<file path="config.mk">
export PLATFORM = sky130hd
export DESIGN_NAME = score_life_controller
export DESIGN_NICKNAME = d
export VERILOG_FILES = /design/src/rtl/game_pkg.sv /design/src/rtl/bcd_addsub_sat.sv /design/src/rtl/score_life_controller.sv
export SDC_FILE = /design/constraint.sdc
export NUM_CORES = 1
export LEC_CHECK = 0
export CAP_MARGIN = 10
export CORE_MARGIN = 2
export CORE_UTILIZATION = 40
export DETAILED_ROUTE_END_ITERATION = 16
export DONT_BUFFER_PORTS = 1
export PLACE_DENSITY = 0.5
export SKIP_LAST_GASP = 1
export SLEW_MARGIN = 0
export SYNTH_ARGS = -nofsm -noshare
export SYNTH_HDL_FRONTEND = slang
export SYNTH_SLANG_ARGS = --single-unit
</file>
<file path="constraint.sdc">
create_clock -name clk -period 9.3 [get_ports clk]
set_input_delay 0.465 -clock clk [delete_from_list [all_inputs] [get_ports clk]]
set_output_delay 0.465 -clock clk [all_outputs]
set_load 0.01 [all_outputs]
</file>
<file path="src/rtl/game_pkg.sv">
// Shared types and constants for the score/life game-rules stage.
//   game_state_t  : IDLE/PLAY/RESPAWN/GAME_OVER encoding seen on gameState
//   bcd_digit_t   : one BCD digit; bcd4_t : four-digit BCD score
//   hit_flags_t   : per-frame sticky collision flags
//   decToBcd8/12  : elaboration-time decimal to BCD conversion of point values
package game_pkg;

  localparam int unsigned SCORE_W = 16;
  localparam logic [SCORE_W-1:0] BCD_MAX = 16'h9999;

  typedef enum logic [1:0] {
    IDLE      = 2'd0,
    PLAY      = 2'd1,
    RESPAWN   = 2'd2,
    GAME_OVER = 2'd3
  } game_state_t;

  typedef logic [3:0]         bcd_digit_t;
  typedef logic [SCORE_W-1:0] bcd4_t;

  typedef struct packed {
    logic good;
    logic bad;
    logic bumper;
    logic bottom;
  } hit_flags_t;

  // Three BCD digits, enough for the sum of two 0..99 point values.
  function automatic logic [11:0] decToBcd12(input int unsigned v);
    return {4'((v / 100) % 10), 4'((v / 10) % 10), 4'(v % 10)};
  endfunction

  // Two BCD digits for a 0..99 point value.
  function automatic logic [7:0] decToBcd8(input int unsigned v);
    logic [11:0] full;
    full = decToBcd12(v);
    return full[7:0];
  endfunction

endpackage

</file>
<file path="src/rtl/bcd_addsub_sat.sv">
// Combinational saturating BCD add/subtract of a small BCD delta to a 4-digit score.
//   operand  : 4-digit BCD input
//   delta    : DELTA_W/4-digit BCD amount
//   subtract : 0 = add (saturate at 9999), 1 = subtract (saturate at 0000)
//   result   : saturated 4-digit BCD output
module bcd_addsub_sat
  import game_pkg::*;
#(
  parameter int unsigned DELTA_W = 8
) (
  input  logic [SCORE_W-1:0] operand,
  input  logic [DELTA_W-1:0] delta,
  input  logic               subtract,
  output logic [SCORE_W-1:0] result
);

  logic [SCORE_W-1:0] deltaExt;
  logic [SCORE_W-1:0] raw;
  logic               carry;
  logic [4:0]         digitSum;

  assign deltaExt = SCORE_W'(delta);

  // Ripple digit by digit; carry doubles as borrow when subtracting.
  always_comb begin
    raw      = '0;
    carry    = 1'b0;
    digitSum = '0;
    for (int i = 0; i < 4; i++) begin
      if (subtract) begin
        digitSum = {1'b0, operand[4*i +: 4]} - {1'b0, deltaExt[4*i +: 4]} - {4'd0, carry};
        carry    = digitSum[4];
        if (carry) digitSum = digitSum + 5'd10;
      end else begin
        digitSum = {1'b0, operand[4*i +: 4]} + {1'b0, deltaExt[4*i +: 4]} + {4'd0, carry};
        carry    = (digitSum > 5'd9);
        if (carry) digitSum = digitSum - 5'd10;
      end
      raw[4*i +: 4] = digitSum[3:0];
    end
  end

  // A carry/borrow out of the thousands digit means the result left 0000..9999.
  assign result = !carry ? raw : (subtract ? '0 : BCD_MAX);

endmodule

</file>
<file path="src/rtl/score_life_controller.sv">
// Game-rules stage: accumulates per-frame collision events, commits score and
// lives once per frame on startOfFrame, and sequences play/respawn/game-over.
//   clk, resetN        : clock, synchronous active-low reset
//   startOfFrame       : frame boundary pulse, commit point
//   startGame          : start request honoured in IDLE and GAME_OVER
//   collisionBall*     : collision pulses from the detector
//   score              : 4-digit BCD score
//   lives              : remaining lives
//   gameState          : current game state
//   respawnBall        : one-cycle ball re-placement request
//   gameOver           : high while in GAME_OVER
module score_life_controller
  import game_pkg::*;
#(
  parameter int unsigned GOOD_PTS       = 10,
  parameter int unsigned BUMPER_PTS     = 5,
  parameter int unsigned BAD_PTS        = 20,
  parameter int unsigned INIT_LIVES     = 3,
  parameter int unsigned RESPAWN_FRAMES = 60
) (
  input  logic        clk,
  input  logic        resetN,
  input  logic        startOfFrame,
  input  logic        startGame,
  input  logic        collisionBallObstacleGood,
  input  logic        collisionBallObstacleBad,
  input  logic        collisionBallBumper,
  input  logic        collisionBallBottom,
  output bcd4_t       score,
  output logic [2:0]  lives,
  output game_state_t gameState,
  output logic        respawnBall,
  output logic        gameOver
);

  localparam logic [11:0] GOOD_BCD   = decToBcd12(GOOD_PTS);
  localparam logic [11:0] BUMPER_BCD = decToBcd12(BUMPER_PTS);
  localparam logic [11:0] BOTH_BCD   = decToBcd12(GOOD_PTS + BUMPER_PTS);
  localparam logic [7:0]  BAD_BCD    = decToBcd8(BAD_PTS);

  hit_flags_t flags;
  hit_flags_t hits;
  logic [7:0] respawnCnt;
  logic [11:0] addDelta;
  logic [7:0]  subDelta;
  bcd4_t      afterAdd;
  bcd4_t      afterSub;

  assign hits = '{good:   collisionBallObstacleGood,
                  bad:    collisionBallObstacleBad,
                  bumper: collisionBallBumper,
                  bottom: collisionBallBottom};

  // Good and bumper are merged into one step so the add saturates only once.
  always_comb begin
    addDelta = '0;
    case ({flags.good, flags.bumper})
      2'b10:   addDelta = GOOD_BCD;
      2'b01:   addDelta = BUMPER_BCD;
      2'b11:   addDelta = BOTH_BCD;
      default: addDelta = '0;
    endcase
    subDelta = flags.bad ? BAD_BCD : '0;
  end

  bcd_addsub_sat #(.DELTA_W(12)) uAdd (
    .operand  (score),
    .delta    (addDelta),
    .subtract (1'b0),
    .result   (afterAdd)
  );

  bcd_addsub_sat #(.DELTA_W(8)) uSub (
    .operand  (afterAdd),
    .delta    (subDelta),
    .subtract (1'b1),
    .result   (afterSub)
  );

  // Game state machine with registered outputs and per-frame commit.
  always_ff @(posedge clk) begin
    if (!resetN) begin
      gameState   <= IDLE;
      score       <= '0;
      lives       <= '0;
      respawnBall <= 1'b0;
      gameOver    <= 1'b0;
      flags       <= '0;
      respawnCnt  <= '0;
    end else begin
      respawnBall <= 1'b0;
      case (gameState)
        IDLE, GAME_OVER: begin
          flags <= '0;
          if (startGame) begin
            gameState <= PLAY;
            score     <= '0;
            lives     <= 3'(INIT_LIVES);
            gameOver  <= 1'b0;
          end
        end
        PLAY: begin
          if (startOfFrame) begin
            score <= afterSub;
            // Coincident pulses belong to the new frame.
            flags <= hits;
            if (flags.bottom) begin
              lives <= lives - 3'd1;
              flags <= '0;
              if (lives == 3'd1) begin
                gameState <= GAME_OVER;
                gameOver  <= 1'b1;
              end else begin
                gameState   <= RESPAWN;
                respawnBall <= 1'b1;
                respawnCnt  <= 8'(RESPAWN_FRAMES);
              end
            end
          end else begin
            flags <= flags | hits;
          end
        end
        RESPAWN: begin
          flags <= '0;
          if (startOfFrame) begin
            respawnCnt <= respawnCnt - 8'd1;
            if (respawnCnt == 8'd1) gameState <= PLAY;
          end
        end
        default: gameState <= IDLE;
      endcase
    end
  end

endmodule

</file>
After elaboration in Yosys (flattened, before gate mapping). Index checks and enable logic that the tools add are counted.

Add/subtract/negate cells: 19. $lt $le $gt $ge: 4. Equal/unequal tests: 15. Muxes and demuxes: 38. Bitwise logic cells: 1. Reductions and logical operators: 11.

Operators with widths (number): 2-to-1 mux 16 bit (4); 2-to-1 mux 4 bit (8); 2-to-1 mux 8 bit (4); one-hot mux 16 bit (2 select lines) (1); greater-than comparator 5 x 4 -> 1 bit, second input constant (4); one-hot mux 8 bit (2 select lines) (1); one-hot mux 5 bit (3 select lines) (1); AND reduction 5 bit (3); != test 2 bit, second input constant (7); adder 4 bit, second input constant (3); subtractor 4 bit, second input constant (3); adder 4 x 1 -> 5 bit (2); adder 5 x 1 -> 5 bit (2); 2-to-1 mux 2 bit (5); subtractor 4 x 1 -> 5 bit (2); 2-to-1 mux 3 bit (3); == test 2 bit, second input constant (4); == test 8 x 1 -> 1 bit, second input constant (1); one-hot mux 4 bit (2 select lines) (1); AND reduction 4 bit (2); subtractor 8 x 1 -> 8 bit, second input constant (1); 2-to-1 mux 1 bit (6); 2-to-1 mux 6 bit (1); one-hot mux 2 bit (3 select lines) (1); other kinds (16) (18).

Flip-flop bits (word level): 35. Input port bits: 8. Output and inout bits: 23. Word-level logic and storage cells: 98.

Depth between registers and ports, before layout.
Depth in word-level cells: 19. Gate-level depth with buffers: 42. Mapped depth without buffers: 38.

Modules after synthesis. From an unflattened synthesis, not the netlist that was laid out.

Cell total of the unflattened synthesis: 713. Area total of the unflattened synthesis: 5507.8 um^2.

By module, submodules not included: bcd_addsub_sat (uAdd) (times used 1, cells each 276, area an instance 2095.8 um^2, seq. area each 0.0 um^2); bcd_addsub_sat (uSub) (times used 1, cells each 256, area an instance 1851.8 um^2, seq. area each 0.0 um^2); score_life_controller (times used 1, cells each 181, area an instance 1560.2 um^2, seq. area each 700.7 um^2).

Least setup slack after synthesis. Ideal clock, no wire load.

Kind: register to register. From: register flags[1] in the netlist's numbering. To: register score[5]. Setup time: 0.122 ns. Arrival time: 8.442 ns. Data required time: 9.178 ns. Path slack: 0.737 ns. Stages on the path, launching flop included: 43. Path buffers: 4. Period minus slack after synthesis: 8.563 ns. Path through: dfxtp_1 -> clkbuf_1 -> ha_1 -> ha_1 -> xnor3_1 -> ha_1 -> a21boi_0 -> o31ai_4 -> inv_1 -> fa_1 -> inv_1 -> ha_1 -> buf_6 -> nand2b_1 -> a21oi_2 -> nor3_1 -> ha_1 -> ha_1 -> [7 not listed] -> nand2_1 -> o221ai_1 -> buf_2 -> nand2_1 -> ha_1 -> or4b_4 -> nor2_1 -> ha_1 -> ha_1 -> or3b_1 -> nor2_1 -> ha_1 -> ha_1 -> nand2b_1 -> o211ai_1 -> nor2_1 -> o21a_1 -> a221o_1.

Word-level cells in the longest chain between the ends: 18. Elaborated cells on any way between the ends: 30. Those cells by class: add/sub: 14; order compare: 4; eq/ne: 3; mux: 9.

Ends and longest elaborated chain: start: declaration (RTL line score_life_controller.sv:41) `hit_flags_t flags;`; start signal: assignment (RTL line score_life_controller.sv:106) `flags <= hits;`; start signal: assignment (RTL line score_life_controller.sv:120) `flags <= flags | hits;`; == test 2 bit or == test 2 x 1 -> 1 bit (tied branches) (RTL line score_life_controller.sv:57) `case ({flags.good, flags.bumper})`; one-hot mux 5 bit (3 select lines) * (RTL line score_life_controller.sv:57); adder 4 x 4 -> 5 bit (RTL line bcd_addsub_sat.sv:35) `digitSum = {1'b0, operand[4*i +: 4]} + {1'b0, deltaExt[4*i +: 4]} + {4'd0, carry};`; greater-than comparator 5 x 4 -> 1 bit (RTL line bcd_addsub_sat.sv:36) `carry = (digitSum > 5'd9);`; adder 5 x 1 -> 5 bit (RTL line bcd_addsub_sat.sv:35); greater-than comparator 5 x 4 -> 1 bit (RTL line bcd_addsub_sat.sv:36); adder 5 x 1 -> 5 bit (RTL line bcd_addsub_sat.sv:35); greater-than comparator 5 x 4 -> 1 bit (RTL line bcd_addsub_sat.sv:36); [2 not listed]; 2-to-1 mux 16 bit * (RTL line bcd_addsub_sat.sv:44) `assign result = !carry ? raw : (subtract ? '0 : BCD_MAX);`; subtractor 4 x 2 -> 5 bit or subtractor 4 x 4 -> 5 bit (tied branches) (RTL line bcd_addsub_sat.sv:31) `digitSum = {1'b0, operand[4*i +: 4]} - {1'b0, deltaExt[4*i +: 4]} - {4'd0, carry};`; subtractor 5 x 1 -> 5 bit (RTL line bcd_addsub_sat.sv:31); subtractor 4 x 1 -> 5 bit or adder 4 bit (tied branches) (RTL line bcd_addsub_sat.sv:31, bcd_addsub_sat.sv:33); subtractor 4 x 1 -> 5 bit or 2-to-1 mux 4 bit (tied branches) (RTL line bcd_addsub_sat.sv:31, bcd_addsub_sat.sv:33); 2-to-1 mux 16 bit * (RTL line bcd_addsub_sat.sv:44); 2-to-1 mux 16 bit * (RTL line score_life_controller.sv:103) `if (startOfFrame) begin`; one-hot mux 16 bit (2 select lines) * (RTL line score_life_controller.sv:92) `case (gameState)`; end signal: assignment (RTL line score_life_controller.sv:104) `score <= afterSub;`; end: declaration (RTL line score_life_controller.sv:29) `output bcd4_t score,`.

Every way passes the cells marked *; elsewhere a longest branch is shown, timed or not. The select of a mux whose other input is x is not followed. A chain may end at the register's enable or synchronous reset.

Worst setup path after layout.
From: register score[0]. To: register score[2].

Word-level cells in the longest chain between the ends: 16. Elaborated cells on any way between the ends: 25. Those cells by class: add/sub: 13; order compare: 4; mux: 8.

Ends and longest elaborated chain (RTL line): adder 4 x 4 -> 5 bit * (bcd_addsub_sat.sv:35); greater-than comparator 5 x 4 -> 1 bit (bcd_addsub_sat.sv:36); adder 5 x 1 -> 5 bit (bcd_addsub_sat.sv:35); greater-than comparator 5 x 4 -> 1 bit (bcd_addsub_sat.sv:36); adder 5 x 1 -> 5 bit (bcd_addsub_sat.sv:35); greater-than comparator 5 x 4 -> 1 bit (bcd_addsub_sat.sv:36); adder 4 x 1 -> 5 bit (bcd_addsub_sat.sv:35); greater-than comparator 5 x 4 -> 1 bit (bcd_addsub_sat.sv:36); 2-to-1 mux 16 bit * (bcd_addsub_sat.sv:44); subtractor 4 x 2 -> 5 bit or subtractor 4 x 4 -> 5 bit (tied branches) (bcd_addsub_sat.sv:31); subtractor 5 x 1 -> 5 bit (bcd_addsub_sat.sv:31); subtractor 4 x 1 -> 5 bit (2 in series) (bcd_addsub_sat.sv:31); 2-to-1 mux 16 bit * (bcd_addsub_sat.sv:44); 2-to-1 mux 16 bit * (score_life_controller.sv:103); one-hot mux 16 bit (2 select lines) * (score_life_controller.sv:92).

Marks and branches as above.

==> key figures <==
Run status
  • Status: finished, final reports clean

CTS
  • TritonCTS Buffers: 5
  • CTS tree: built
  • Root buffer cell: clkbuf_8
  • Worst-skew pair later-pin latency: 290 ps
  • Clock buffer depth: 2
  • Sink Count: 35
  • Clock-pin slew on the worst setup and hold paths: roughly 80 ps
  • Hold_buf cts: 0
  • H-Tree Level Count: 2

Synth
  • Mux cell area share after synthesis: about 2.7%
  • Synth Warn #: 0
  • Post-synthesis xor/xnor area fraction: under 10%
  • Yosys top cell by area: dfxtp_1
  • Seq cells post-synth: 35
  • Sequential share of the synthesized area: roughly 26%
  • Simple-gate share of the synthesized area: 24.9%
  • EDFF count, synth: 0
  • Post-synth top area share: 25.8%
  • Post-Syn Instances: approximately 350
  • Adder-Cell Fraction of Synth Area: 12.2%
  • Synth cell count leaders: 39 x nor2_1, 36 x nand2_1, 35 x dfxtp_1
  • Compound-gate portion of the synthesized area: roughly 22%
  • Post-Syn Area per Cell: about 8 um2
  • Post-synth net total: ~380
  • Post-Syn Area: 2710 um2
  • Synth top area cells: dfxtp_1 26%, ha_1 11%, nor2_1 5.4%, nand2_1 5.0%, a21oi_1 4.1%
  • Largest family of logic cells by synthesized area: simple AND/OR/NAND/NOR gates
  • Post-synth cell types: 63
  • Top-count cell post-synth: nor2_1
  • Async SR Flop Fraction: 0%
  • Ys flop type: dfxtp_1

Critical path
  • Critical Path RT: ~9500 ps
  • Crit-path max FO: 8
  • CP Capture Type: flip-flop
  • Most Frequent Cell on Critical Path: ha_1
  • Slowest stage delay, CP: roughly 480 ps
  • Startpoint Class: flip-flop
  • Crit-path slowest cell: or4b_4
  • Critical Path AT: around 8900 ps
  • Setup CP Type: flip-flop to flip-flop

Power
  • Seq pwr share: between 30% and 40%
  • Clock power frac: between 20% and 30%
  • NetSw: 222 uW
  • Switching share of total power: between 30% and 40%
  • Comb power frac: 37.9%
  • Total Power: 573 uW
  • PwrDens: around 190 nW/um2
  • Peak supply drop: 140 uV
  • Power Internal: about 350 uW
  • LEAKAGE: around 0.0012 uW

Die
  • Initial core utilization: ~41%
  • Die Height: 86.4 um
  • Core Box Area: 6680 um2
  • Die Width: between 80 and 90 um
  • Die footprint: ~7500 um2
  • Rows: 30
  • # IOs: 31

STA
  • Slew HR: roughly two fifths
  • Final Hold Viols: 0
  • Final Cycle Share: between 90% and 100%
  • Worst Skew: ~8.4 ps
  • Finish-stage setup viols: 0
  • Worst-Margin Slew: a little under 900 ps
  • Fmax: 115 MHz
  • Final Critical Period: approximately 8700 ps
  • Max Slew Vio Count: 0

Layout
  • Area growth syn-to-layout: 8.90%
  • Layout Nets: 380
  • Antenna diode count: 0
  • Post-Layout Cell Count: 428
  • Layout cells sized above 1: 11.5%
  • Fin util: around 44%

Global route
  • Initial antenna violation count: 0
  • Largest net degree at the start of global routing: 18
  • Grt met3 use: 5.81%
  • Number of global-route vias before repair: between 2k and 2.5k
  • First-pass GRT wire length: around 11000 um
  • Top Usage Layer GRT: met2
  • Grt met2 use: between 20% and 30%
  • GRT met1 Usage: about a quarter
  • Tot GR Track Use: around 18%
  • GRT overflow: 0

Route
  • Total Routed Length: 6440 um
  • Via count: ~2.3k
  • Post-route ant nets: 0
  • DR WL/cell: ~15 um
  • DR vias/cell: roughly 5.5
  • First-pass iteration count of the detailed router: 4
  • DRC: 0
  • DRT iter0 DRCs: 45

Placed design
  • RePlAce Congestion: between 0.8 and 0.9
  • Port bufs: 0
  • HPWL Detailed: between 4000 and 5000 um
  • Inst Count DP: between 400 and 500

Hold path
  • Hold Crit Class: input pin to flip-flop

Job
  • Max Cap Viol: 0
==> per-stage QoR <==
stage	instance area (um2)	TNS [ps]	setup WS [ps]	hold WS (ps)
after floorplan	2710	0	737	445
after global placement	2780	0	241	464
after detailed placement	2780	0	126	474
after CTS	2900	0	77.7	278
after global routing	2950	-83.6	-32.7	288
final	2950	0	593	290
==> cell usage in the layout, fill, tap and decap left out, types with 2 or more instances in the layout <==
cell type   n
nand3_1     6
ha_2        4
xor2_1      5
and3_1      4
xnor2_1     9
a21boi_0    5
nor2b_1     6
o22ai_1     3
nor3b_1     2
o21a_1      6
o31ai_1     3
o211ai_1    4
and2_1      5
a21oi_2     2
o221a_2     3
or3_1       3
nand2_1    36
nor3_1      8
a22o_1      3
a31oi_1     4
a21oi_1    21
nor2_1     38
clkbuf_8    6
mux2i_1     5
buf_4      11
inv_1      24
dfxtp_1    34
o21ai_0    14
ha_1       20
nand2b_1   10
and3b_1     2
nand4b_1    3
a211oi_1    4
==> per-layer routing <==
| layer | vias up | part of all wire (%) |
|---|---|---|
| met5 | - | 0 |
| met4 | 0 | 0.75 |
| met3 | 4 | 5.2 |
| met2 | 32 | 47 |
| met1 | 1092 | 47 |
| li1 | 1212 | - |
==> power groups by stage <==
stage                     registers [uW]  logic [uW]  clock network (uW)
final                                206         217                 150
after global routing                 210         249                 161
after CTS                            206         217                 155
after detailed placement             210         217                   0
after global placement               209         214                   0
after floorplan                      201         172                   0
==> cell families (layout without fill, tap and decap cells) <==
logic type	count (synthesis)	after routing
DFF	35	35
and+or+nand+nor	134	134
adders and majority gates	26	26
AOI/OAI and AO/OA	87	87
buffers and inverters	42	44
muxes	7	7
xor gates and xnor gates	15	15
==> repair_timing <==
action / CTS / global route
gates resized for setup: 0 / 10
buffers inserted: 0 / 3
setup endpoints to repair: 0 / 16
==> final timing paths <==
| kind | cells past startpoint | startpoint | slack [ps] | end |
|---|---|---|---|---|
| max | 38 | score[0] | 590 | score[2] |
| min | 2 | resetN | 290 | score[7] |
| max reg2reg | 38 | score[0] | 590 | score[2] |
| min reg2reg | 2 | flags[3] | 490 | flags[3] |
==> cell type report <==
type,instances,area [um2]
flip-flops and latches,35,702
inverters,25,93.8
repair buffers,11,82.6
clock inverters,2,38.8
fillers,700,3730
multi-input cells,269,1850
clock buffers,6,82.6
well taps,80,100
==> worst max-delay path: cells and delay by family, from the launching register on <==
family / cells / cell delay [ps]
buffers and inverters: 3 / 390
xor gates and xnor gates: 1 / 400
AOI/OAI and AO/OA: 8 / 1700
adders and majority gates: 14 / 3570
and+or+nand+nor: 12 / 2130
DFF: 1 / 350
==> state kept, by name, indices dropped and copies added (netlist names) <==
| name | count |
|---|---|
| gameOver | 1 |
| flags | 4 |
| respawnCnt | 8 |
| lives | 3 |
| respawnBall | 1 |
| score | 16 |
| gameState | 2 |
Power figures use the tool's default switching activity.
